File: src/rtl/vend_panel_arbiter.sv
`default_nettype none
// +--------------------------------------------------------------------------+
// | vend_panel_arbiter                                                       |
// | Grants one of two front panels a full purchase session on the vending    |
// | core; shapes coins, forwards the selection, counts change to release.    |
// | Option macro: VEND_ARB_ROUND_ROBIN_EN (alternate winner on ties).        |
// | Revision: 1.0                                                            |
// +--------------------------------------------------------------------------+
module vend_panel_arbiter #(
  parameter int COIN_HOLD = 2
) (
  input  logic       clk,
  input  logic       reset,
  input  logic       a_quarter,
  input  logic       a_dime,
  input  logic       a_nickel,
  input  logic       a_soda,
  input  logic       a_diet,
  input  logic       b_quarter,
  input  logic       b_dime,
  input  logic       b_nickel,
  input  logic       b_soda,
  input  logic       b_diet,
  input  logic       core_give_soda,
  input  logic       core_give_diet,
  input  logic       core_change,
  output logic       core_quarter,
  output logic       core_dime,
  output logic       core_nickel,
  output logic       core_soda,
  output logic       core_diet,
  output logic       grant_a,
  output logic       grant_b,
  output logic [6:0] credit,
  output logic       session_done
);

  localparam logic [2:0] S_IDLE      = 3'd0;
  localparam logic [2:0] S_GRANT     = 3'd1;
  localparam logic [2:0] S_HOLD      = 3'd2;
  localparam logic [2:0] S_GAP       = 3'd3;
  localparam logic [2:0] S_SELECT    = 3'd4;
  localparam logic [2:0] S_VEND_WAIT = 3'd5;
  localparam logic [2:0] S_CHANGE    = 3'd6;
  localparam logic [2:0] S_RELEASE   = 3'd7;

  localparam int             HOLD_W    = (COIN_HOLD > 1) ? $clog2(COIN_HOLD) : 1;
  localparam logic [HOLD_W-1:0] HOLD_LOAD = HOLD_W'(COIN_HOLD - 1);
  localparam logic [6:0]     PRICE     = 7'd45;

  logic [2:0]        state_q,    state_d;
  logic              grant_a_q,  grant_a_d;
  logic              grant_b_q,  grant_b_d;
  logic              arm_q,      arm_d;
  logic [6:0]        credit_q,   credit_d;
  logic [2:0]        coin_q,     coin_d;      // {quarter, dime, nickel}
  logic [HOLD_W-1:0] hold_cnt_q, hold_cnt_d;
  logic [1:0]        sel_q,      sel_d;       // {soda, diet}
  logic [2:0]        chg_cnt_q,  chg_cnt_d;
  logic              done_q,     done_d;
`ifdef VEND_ARB_ROUND_ROBIN_EN
  logic              last_b_q,   last_b_d;
`endif

  logic       w_a_req;
  logic       w_b_req;
  logic       w_pick_a;
  logic       w_pick_b;
  logic [2:0] w_g_coin;
  logic [1:0] w_g_drink;
  logic       w_one_coin;
  logic       w_one_drink;
  logic [6:0] w_coin_val;
  logic [2:0] w_chg_load;

  assign w_a_req = a_quarter | a_dime | a_nickel;
  assign w_b_req = b_quarter | b_dime | b_nickel;

  // The non-granted panel is masked off entirely.
  assign w_g_coin  = grant_a_q ? {a_quarter, a_dime, a_nickel} :
                     grant_b_q ? {b_quarter, b_dime, b_nickel} : 3'b000;
  assign w_g_drink = grant_a_q ? {a_soda, a_diet} :
                     grant_b_q ? {b_soda, b_diet} : 2'b00;

  assign w_one_coin  = (w_g_coin == 3'b100) || (w_g_coin == 3'b010) ||
                       (w_g_coin == 3'b001);
  assign w_one_drink = (w_g_drink == 2'b10) || (w_g_drink == 2'b01);

  always_comb begin
    w_coin_val = 7'd0;
    case (w_g_coin)
      3'b100:  w_coin_val = 7'd25;
      3'b010:  w_coin_val = 7'd10;
      3'b001:  w_coin_val = 7'd5;
      default: w_coin_val = 7'd0;
    endcase
  end

  // Credit only ever lands on multiples of 5 between 45 and 65 here.
  always_comb begin
    w_chg_load = 3'd0;
    case (credit_q)
      7'd50:   w_chg_load = 3'd1;
      7'd55:   w_chg_load = 3'd2;
      7'd60:   w_chg_load = 3'd3;
      7'd65:   w_chg_load = 3'd4;
      default: w_chg_load = 3'd0;
    endcase
  end

  always_comb begin
    w_pick_a = 1'b0;
    w_pick_b = 1'b0;
    if (w_a_req && w_b_req) begin
`ifdef VEND_ARB_ROUND_ROBIN_EN
      if (last_b_q) w_pick_a = 1'b1;
      else          w_pick_b = 1'b1;
`else
      w_pick_a = 1'b1;
`endif
    end else if (w_a_req) begin
      w_pick_a = 1'b1;
    end else if (w_b_req) begin
      w_pick_b = 1'b1;
    end
  end

  always_comb begin
    state_d    = state_q;
    grant_a_d  = grant_a_q;
    grant_b_d  = grant_b_q;
    arm_d      = arm_q;
    credit_d   = credit_q;
    coin_d     = coin_q;
    hold_cnt_d = hold_cnt_q;
    sel_d      = sel_q;
    chg_cnt_d  = chg_cnt_q;
    done_d     = 1'b0;
`ifdef VEND_ARB_ROUND_ROBIN_EN
    last_b_d   = last_b_q;
`endif

    // Release is tracked through the whole coin phase so a panel that lets go
    // during HOLD/GAP is ready as soon as GRANT is re-entered.
    if (((state_q == S_GRANT) || (state_q == S_HOLD) || (state_q == S_GAP)) &&
        (w_g_coin == 3'b000)) begin
      arm_d = 1'b1;
    end

    case (state_q)
      S_IDLE, S_RELEASE: begin
        state_d = S_IDLE;
        if (w_pick_a || w_pick_b) begin
          grant_a_d = w_pick_a;
          grant_b_d = w_pick_b;
          arm_d     = 1'b1;
          state_d   = S_GRANT;
`ifdef VEND_ARB_ROUND_ROBIN_EN
          last_b_d  = w_pick_b;
`endif
        end
      end
      S_GRANT: begin
        if (arm_q && w_one_coin) begin
          arm_d      = 1'b0;
          credit_d   = credit_q + w_coin_val;
          coin_d     = w_g_coin;
          hold_cnt_d = HOLD_LOAD;
          state_d    = S_HOLD;
        end
      end
      S_HOLD: begin
        if (hold_cnt_q == '0) begin
          coin_d  = 3'b000;
          state_d = S_GAP;
        end else begin
          hold_cnt_d = hold_cnt_q - HOLD_W'(1);
        end
      end
      S_GAP: begin
        state_d = (credit_q >= PRICE) ? S_SELECT : S_GRANT;
      end
      S_SELECT: begin
        if (w_one_drink) begin
          sel_d     = w_g_drink;
          chg_cnt_d = w_chg_load;
          state_d   = S_VEND_WAIT;
        end
      end
      S_VEND_WAIT: begin
        if (core_give_soda || core_give_diet) begin
          sel_d = 2'b00;
          if (chg_cnt_q == 3'd0) begin
            state_d   = S_RELEASE;
            done_d    = 1'b1;
            grant_a_d = 1'b0;
            grant_b_d = 1'b0;
            credit_d  = 7'd0;
            arm_d     = 1'b0;
          end else begin
            state_d = S_CHANGE;
          end
        end
      end
      S_CHANGE: begin
        if (core_change) begin
          chg_cnt_d = chg_cnt_q - 3'd1;
          if (chg_cnt_q == 3'd1) begin
            state_d   = S_RELEASE;
            done_d    = 1'b1;
            grant_a_d = 1'b0;
            grant_b_d = 1'b0;
            credit_d  = 7'd0;
            arm_d     = 1'b0;
          end
        end
      end
      default: state_d = S_IDLE;
    endcase
  end

  always_ff @(posedge clk or posedge reset) begin
    if (reset) begin
      state_q    <= S_IDLE;
      grant_a_q  <= 1'b0;
      grant_b_q  <= 1'b0;
      arm_q      <= 1'b0;
      credit_q   <= 7'd0;
      coin_q     <= 3'b000;
      hold_cnt_q <= '0;
      sel_q      <= 2'b00;
      chg_cnt_q  <= 3'd0;
      done_q     <= 1'b0;
    end else begin
      state_q    <= state_d;
      grant_a_q  <= grant_a_d;
      grant_b_q  <= grant_b_d;
      arm_q      <= arm_d;
      credit_q   <= credit_d;
      coin_q     <= coin_d;
      hold_cnt_q <= hold_cnt_d;
      sel_q      <= sel_d;
      chg_cnt_q  <= chg_cnt_d;
      done_q     <= done_d;
    end
  end

`ifdef VEND_ARB_ROUND_ROBIN_EN
  // Resets to B so that panel A wins the first tie.
  always_ff @(posedge clk or posedge reset) begin
    if (reset) last_b_q <= 1'b1;
    else       last_b_q <= last_b_d;
  end
`endif

  assign core_quarter = coin_q[2];
  assign core_dime    = coin_q[1];
  assign core_nickel  = coin_q[0];
  assign core_soda    = sel_q[1];
  assign core_diet    = sel_q[0];
  assign grant_a      = grant_a_q;
  assign grant_b      = grant_b_q;
  assign credit       = credit_q;
  assign session_done = done_q;

  a_grant_exclusive: assert property (@(posedge clk) disable iff (reset)
    !(grant_a_q && grant_b_q));
  a_credit_bound: assert property (@(posedge clk) disable iff (reset)
    credit_q <= 7'd65);

endmodule
`default_nettype wire
File: config.mk
export PLATFORM = sky130hd
export DESIGN_NAME = vend_panel_arbiter
export DESIGN_NICKNAME = d
export VERILOG_FILES = /design/src/rtl/vend_panel_arbiter.sv
export SDC_FILE = /design/constraint.sdc
export NUM_CORES = 1
export LEC_CHECK = 0
export BUFFER_PORTS_ARGS = -buffer_cell sky130_fd_sc_hd__buf_2
export CORE_UTILIZATION = 55
export CTS_BUF_LIST = sky130_fd_sc_hd__clkbuf_8
export DETAILED_ROUTE_END_ITERATION = 10
export PLACE_DENSITY = 0.83
export SLEW_MARGIN = 20
export SYNTH_ARGS = -nofsm -noshare
export SYNTH_HDL_FRONTEND = slang
export SYNTH_SLANG_ARGS = --single-unit
File: constraint.sdc
create_clock -name clk -period 5.7 [get_ports clk]
set_input_delay 1.71 -clock clk [delete_from_list [all_inputs] [get_ports clk]]
set_output_delay 1.71 -clock clk [all_outputs]
set_load 0.05 [all_outputs]
After elaboration in Yosys (flattened, before gate mapping)
Index checks and enable logic that the tools add are counted.
{"block": "classes", "add_sub_neg": 3, "multipliers": 0, "n_div": 0, "order_cmp": 1, "eq_ne": 25, "n_shift": 0, "mux": 60, "n_bitwise": 4, "n_reduce_logical": 26}
{"op": "$mux 3", "n": 13}
{"op": "$mux 7", "n": 5}
{"op": "$mux 1", "n": 26}
{"op": "$eq 7x6->1 const B", "n": 3}
{"op": "$pmux 3 s7", "n": 1}
{"op": "$pmux 7 s3", "n": 1}
{"op": "$reduce_and 6->1", "n": 3}
{"op": "$eq 3x3->1 const B", "n": 5}
{"op": "$pmux 5 s3", "n": 1}
{"op": "$ne 2x2->1 const B", "n": 7}
{"op": "$pmux 3 s2", "n": 2}
{"op": "$pmux 3 s4", "n": 1}
{"op": "$eq 3x1->1 const B", "n": 3}
{"op": "$eq 3x2->1 const B", "n": 3}
{"op": "$logic_not 3->1", "n": 3}
{"op": "$reduce_and 3->1", "n": 3}
{"op": "$mux 2", "n": 4}
{"op": "$add 7x7->7", "n": 1}
{"op": "$eq 7x7->1 const B", "n": 1}
{"op": "$ge 7x6->1 const B", "n": 1}
{"op": "$logic_or 1x1->1", "n": 7}
{"op": "$pmux 1 s3", "n": 2}
{"op": "$reduce_bool 2->1", "n": 3}
{"op": "$reduce_bool 3->1", "n": 2}
{"op": "other kinds (12)", "n": 18}
{"block": "word_totals", "reg_bits": 23, "latchBits": 0, "ramBits": 0, "rom_bits": 0, "in_bits": 15, "output_inout_bits": 15, "word_cells": 129, "mem_count": 0}

Depth between registers and ports, before layout
{"block": "logic_depth", "ltp_word": 8, "depth_mapped": 13, "ltp_nobuf": 13}

Worst setup path before layout
No wires, ideal clock.
{"block": "synth_timing", "path_kind": "input to register", "start": "input a_dime", "end": "register credit_q[4], in the netlist credit[4]", "setup_ps": 128, "arrival_ps": 3883, "required_time_ps": 5572, "setup_slack_ps": 1690, "stages": 11, "cell_sequence": "nand3b_1 > a222oi_1 > o21bai_1 > ha_1 > inv_1 > fa_1 > nand2b_1 > a21boi_0 > o21a_1 > nor3_1 > mux2_1"}
{"block": "synth_via", "elab_chain_cells": 7}
{"element": "from (decl)", "line": "15", "source": "input logic a_dime,"}
{"element": "$mux 3 (*)", "line": "80", "source": "assign w_g_coin = grant_a_q ? {a_quarter, a_dime, a_nickel} :"}
{"element": "branches (longest 6 deep; another with $add 7x7->7)"}
{"element": "to (signal assigned)", "line": "239", "source": "credit_q <= credit_d;"}
{"element": "to (decl)", "line": "55", "source": "logic [6:0] credit_q, credit_d;"}
Every way passes the cells marked *. The select of a mux whose other input is x is not followed.
A chain may end at the register's enable or synchronous reset.

Final worst setup path
Ends and elaborated chain as after synthesis.

==> impl_metrics.toml <==
[clock_network]
cts_sinks = 23
ctsHoldBuffers = 0
cts_buffer_depth = 2
cts_buffers = 3
cts_setup_buffers = 0
cts_resized = 0
clock_tree.root_cell = "clkbuf_8"
h-tree-depth = 1
clk_pin_slew_worst_paths_ps = 80
worstSkewPairLatency_ps = 270
cts_tree = "done"

[yosys]
ys_ff_latch = 23
synth_top_family_by_area = "compound AO/OA/AOI/OAI gates"
netlist_top_cells_count = "dfrtp_1 (23), inv_1 (16), nor2_1 (16)"
synth.distinct_cells = 58
synth.most_common_cell = "dfrtp_1"
synth_simple_gate_area_share_pct = 20.3
synth.area.top_cells = "dfrtp_1 (31%), ha_1 (8.0%), o21ai_0 (3.5%)"
synth_flop_cell = "dfrtp_1"
ys_seq_area_share_pct = 30.7
syn_area_um2 = 1870
synth_enable_flop_cells = 0
yosys.area.top_type = "dfrtp_1"
synth_mux_area_share_pct = 4.75
synth_xor_area_share_pct = 2.34
async_flop_share_pct = 100
netlist_instances = 214
synth.avg_cell_area_um2 = 8.75
synth-adder-area-share_pct = 9.09
synth.top_cell.area_share_pct = 30.7
ys_warn_count = 0
synth_nets = 242
synth_compound_area_share_pct = 27.8

[cells_and_area]
layout-drive-gt1-share_pct = 16.2
fin_nets = 270
final_area_um2 = 2080
synthToLayoutAreaGrowth_pct = 11.4
utilization_pct = 66.6
insertedDiodeCount = 0
fin_cells = 285

[detailed_routing]
routedWlPerCell_um = 14.7
ant_nets = 0
first_iter_violations = 114
vias_per_cell = 6.13
drt-pass1-iter-count = 5
drc = 0
wirelength_mm = 4.18
vias = 1747

[placement]
placedCellCount = 281
dpl.hpwl_mm = 3.08
pre_cts_ws_ps = 1290
port_buffers = 29
gp_congestion = 0.896
placed_area_um2 = 2040

[global_routing]
globalRouteTotalUtil_pct = 25.9
antenna_found_initial = 0
grt_pass1_vias = 1553
grt_first_pass_wirelength_mm = 7.08
grt_max_degree = 24
grt-ovfl-total = 0

[floorplan]
ios = 30
row_count = 20
start_util_pct = 59.8
design.die.area_um2 = 3640
core_area_um2 = 3130
die_w_um = 60.3
die_h_um = 60.3

[timing]
period_share_pct = 72.5
setup_viol = 0
tns_ps = 0
drv_slew = 0
holdWs_ps = 493
fin_ws_ps = 1570
fin_crit_ps = 4130
slew_headroom_pct = 30.7
clock_skew_ps = 4.10
finalHoldViolCount = 0
max_slew.worst_pin.slew_ps = 1040
fmax_ghz = 0.242
rsz0062_at_grt = "false"

[flow_run]
maxCapViolCount = 0

[critical_path]
crit_path_start_kind = "input pin"
path_max_fanout = 5
crit_family = "compound AO/OA/AOI/OAI gates"
path_class = "input pin to flop"
path_buf_inv = 2
cp_slowest_cell = "a222oi_1"
cp_cell_sequence = "buf_2 -> nand3b_1 -> a222oi_1 -> o21bai_1 -> ha_1 -> inv_1 -> fa_1 -> nand2b_1 -> a21boi_0 -> o21a_1 -> nor3_1 -> mux2_1"
critPathCaptureType = "flop"
worst-endpoint-arrival_ps = 4290
cp.required_ps = 5860
cp_slowest_stage_delay_ps = 490

[power_and_ir_drop]
power_density_nw_per_um2 = 555
p_leak_nw = 0.930
power.total_mw = 1.16
vdd_drop_max_mv = 0.360

[min_path]
hold_class = "flop to flop"

[run_status]
outcome = "finished, final reports clean"
cells in the final DEF (no fill, tap or decap), drive strengths merged, types with 4 or more instances in the layout:
master,instances
buf,29
dfrtp,23
inv,17
nor2,16
o21ai,14
nand2,13
ha,12
a21oi,12
nand3,7
mux2,7
nand2b,6
nor3,6
a22oi,4
a21o,4
o21bai,4
nor2b,4
cell type report:
type,instances,area [um2]
sequential,23,576
inverter,16,60.1
timing repair buffer,29,145
fill,268,1040
clock buffer,3,41.3
multi-input combinational,169,1200
tap,44,55.1
clock inverter,1,3.75
sequential cells by signal, indices dropped and copies added (netlist names):
register / flops
session_done: 1
grant_b: 1
arm_q: 1
coin_q: 3
credit: 7
grant_a: 1
chg_cnt_q: 3
hold_cnt_q: 1
state_q: 3
sel_q: 2
power breakdown:
group          switching [mW]  internal [mW]  leakage [nW]
combinational           0.471          0.265         0.609
clock                  0.0546         0.0483        0.0269
sequential             0.0918          0.226         0.294
per-layer routing:
metal  track usage (%)  share of wire (%)  vias to the layer above
li1                  -                  -                      859
met1              36.6                 49                      819
met2              39.2                 44                       61
met3              6.40                5.7                        8
met4              7.31                1.3                        0
met5                 0                  0                        -
logic make-up (layout without fill, tap and decap cells):
kind of cell | after synthesis | in the layout
muxes | 8 | 8
and+or+nand+nor | 72 | 72
AOI/OAI and AO/OA | 71 | 71
xor gates and xnor gates | 5 | 5
buffers and inverters | 22 | 49
DFF | 23 | 23
adders and majority gates | 13 | 13
worst reg2reg max path: stages (launching register included):
cell and delay (ps):
dfrtp_1 630, nor2b_2 150, a222oi_1 560, o21bai_1 200
ha_1 200, inv_1 60, fa_1 390, nand2b_1 170
a21boi_0 250, o21a_1 170, nor3_1 50, mux2_1 310
worst paths after layout:
path / start / end / slack, ps / depth (start not counted)
setup / recovery: a_dime / credit[4] / 1570 / 12
hold / removal: sel_q[1] / sel_q[1] / 490 / 2
setup reg to reg: grant_a / credit[4] / 2440 / 11
hold reg to reg: sel_q[1] / sel_q[1] / 490 / 2
max in group asynchronous: reset / session_done / 3510 / 2
min in group asynchronous: reset / chg_cnt_q[0] / 1630 / 2
Power figures use the tool's default switching activity.
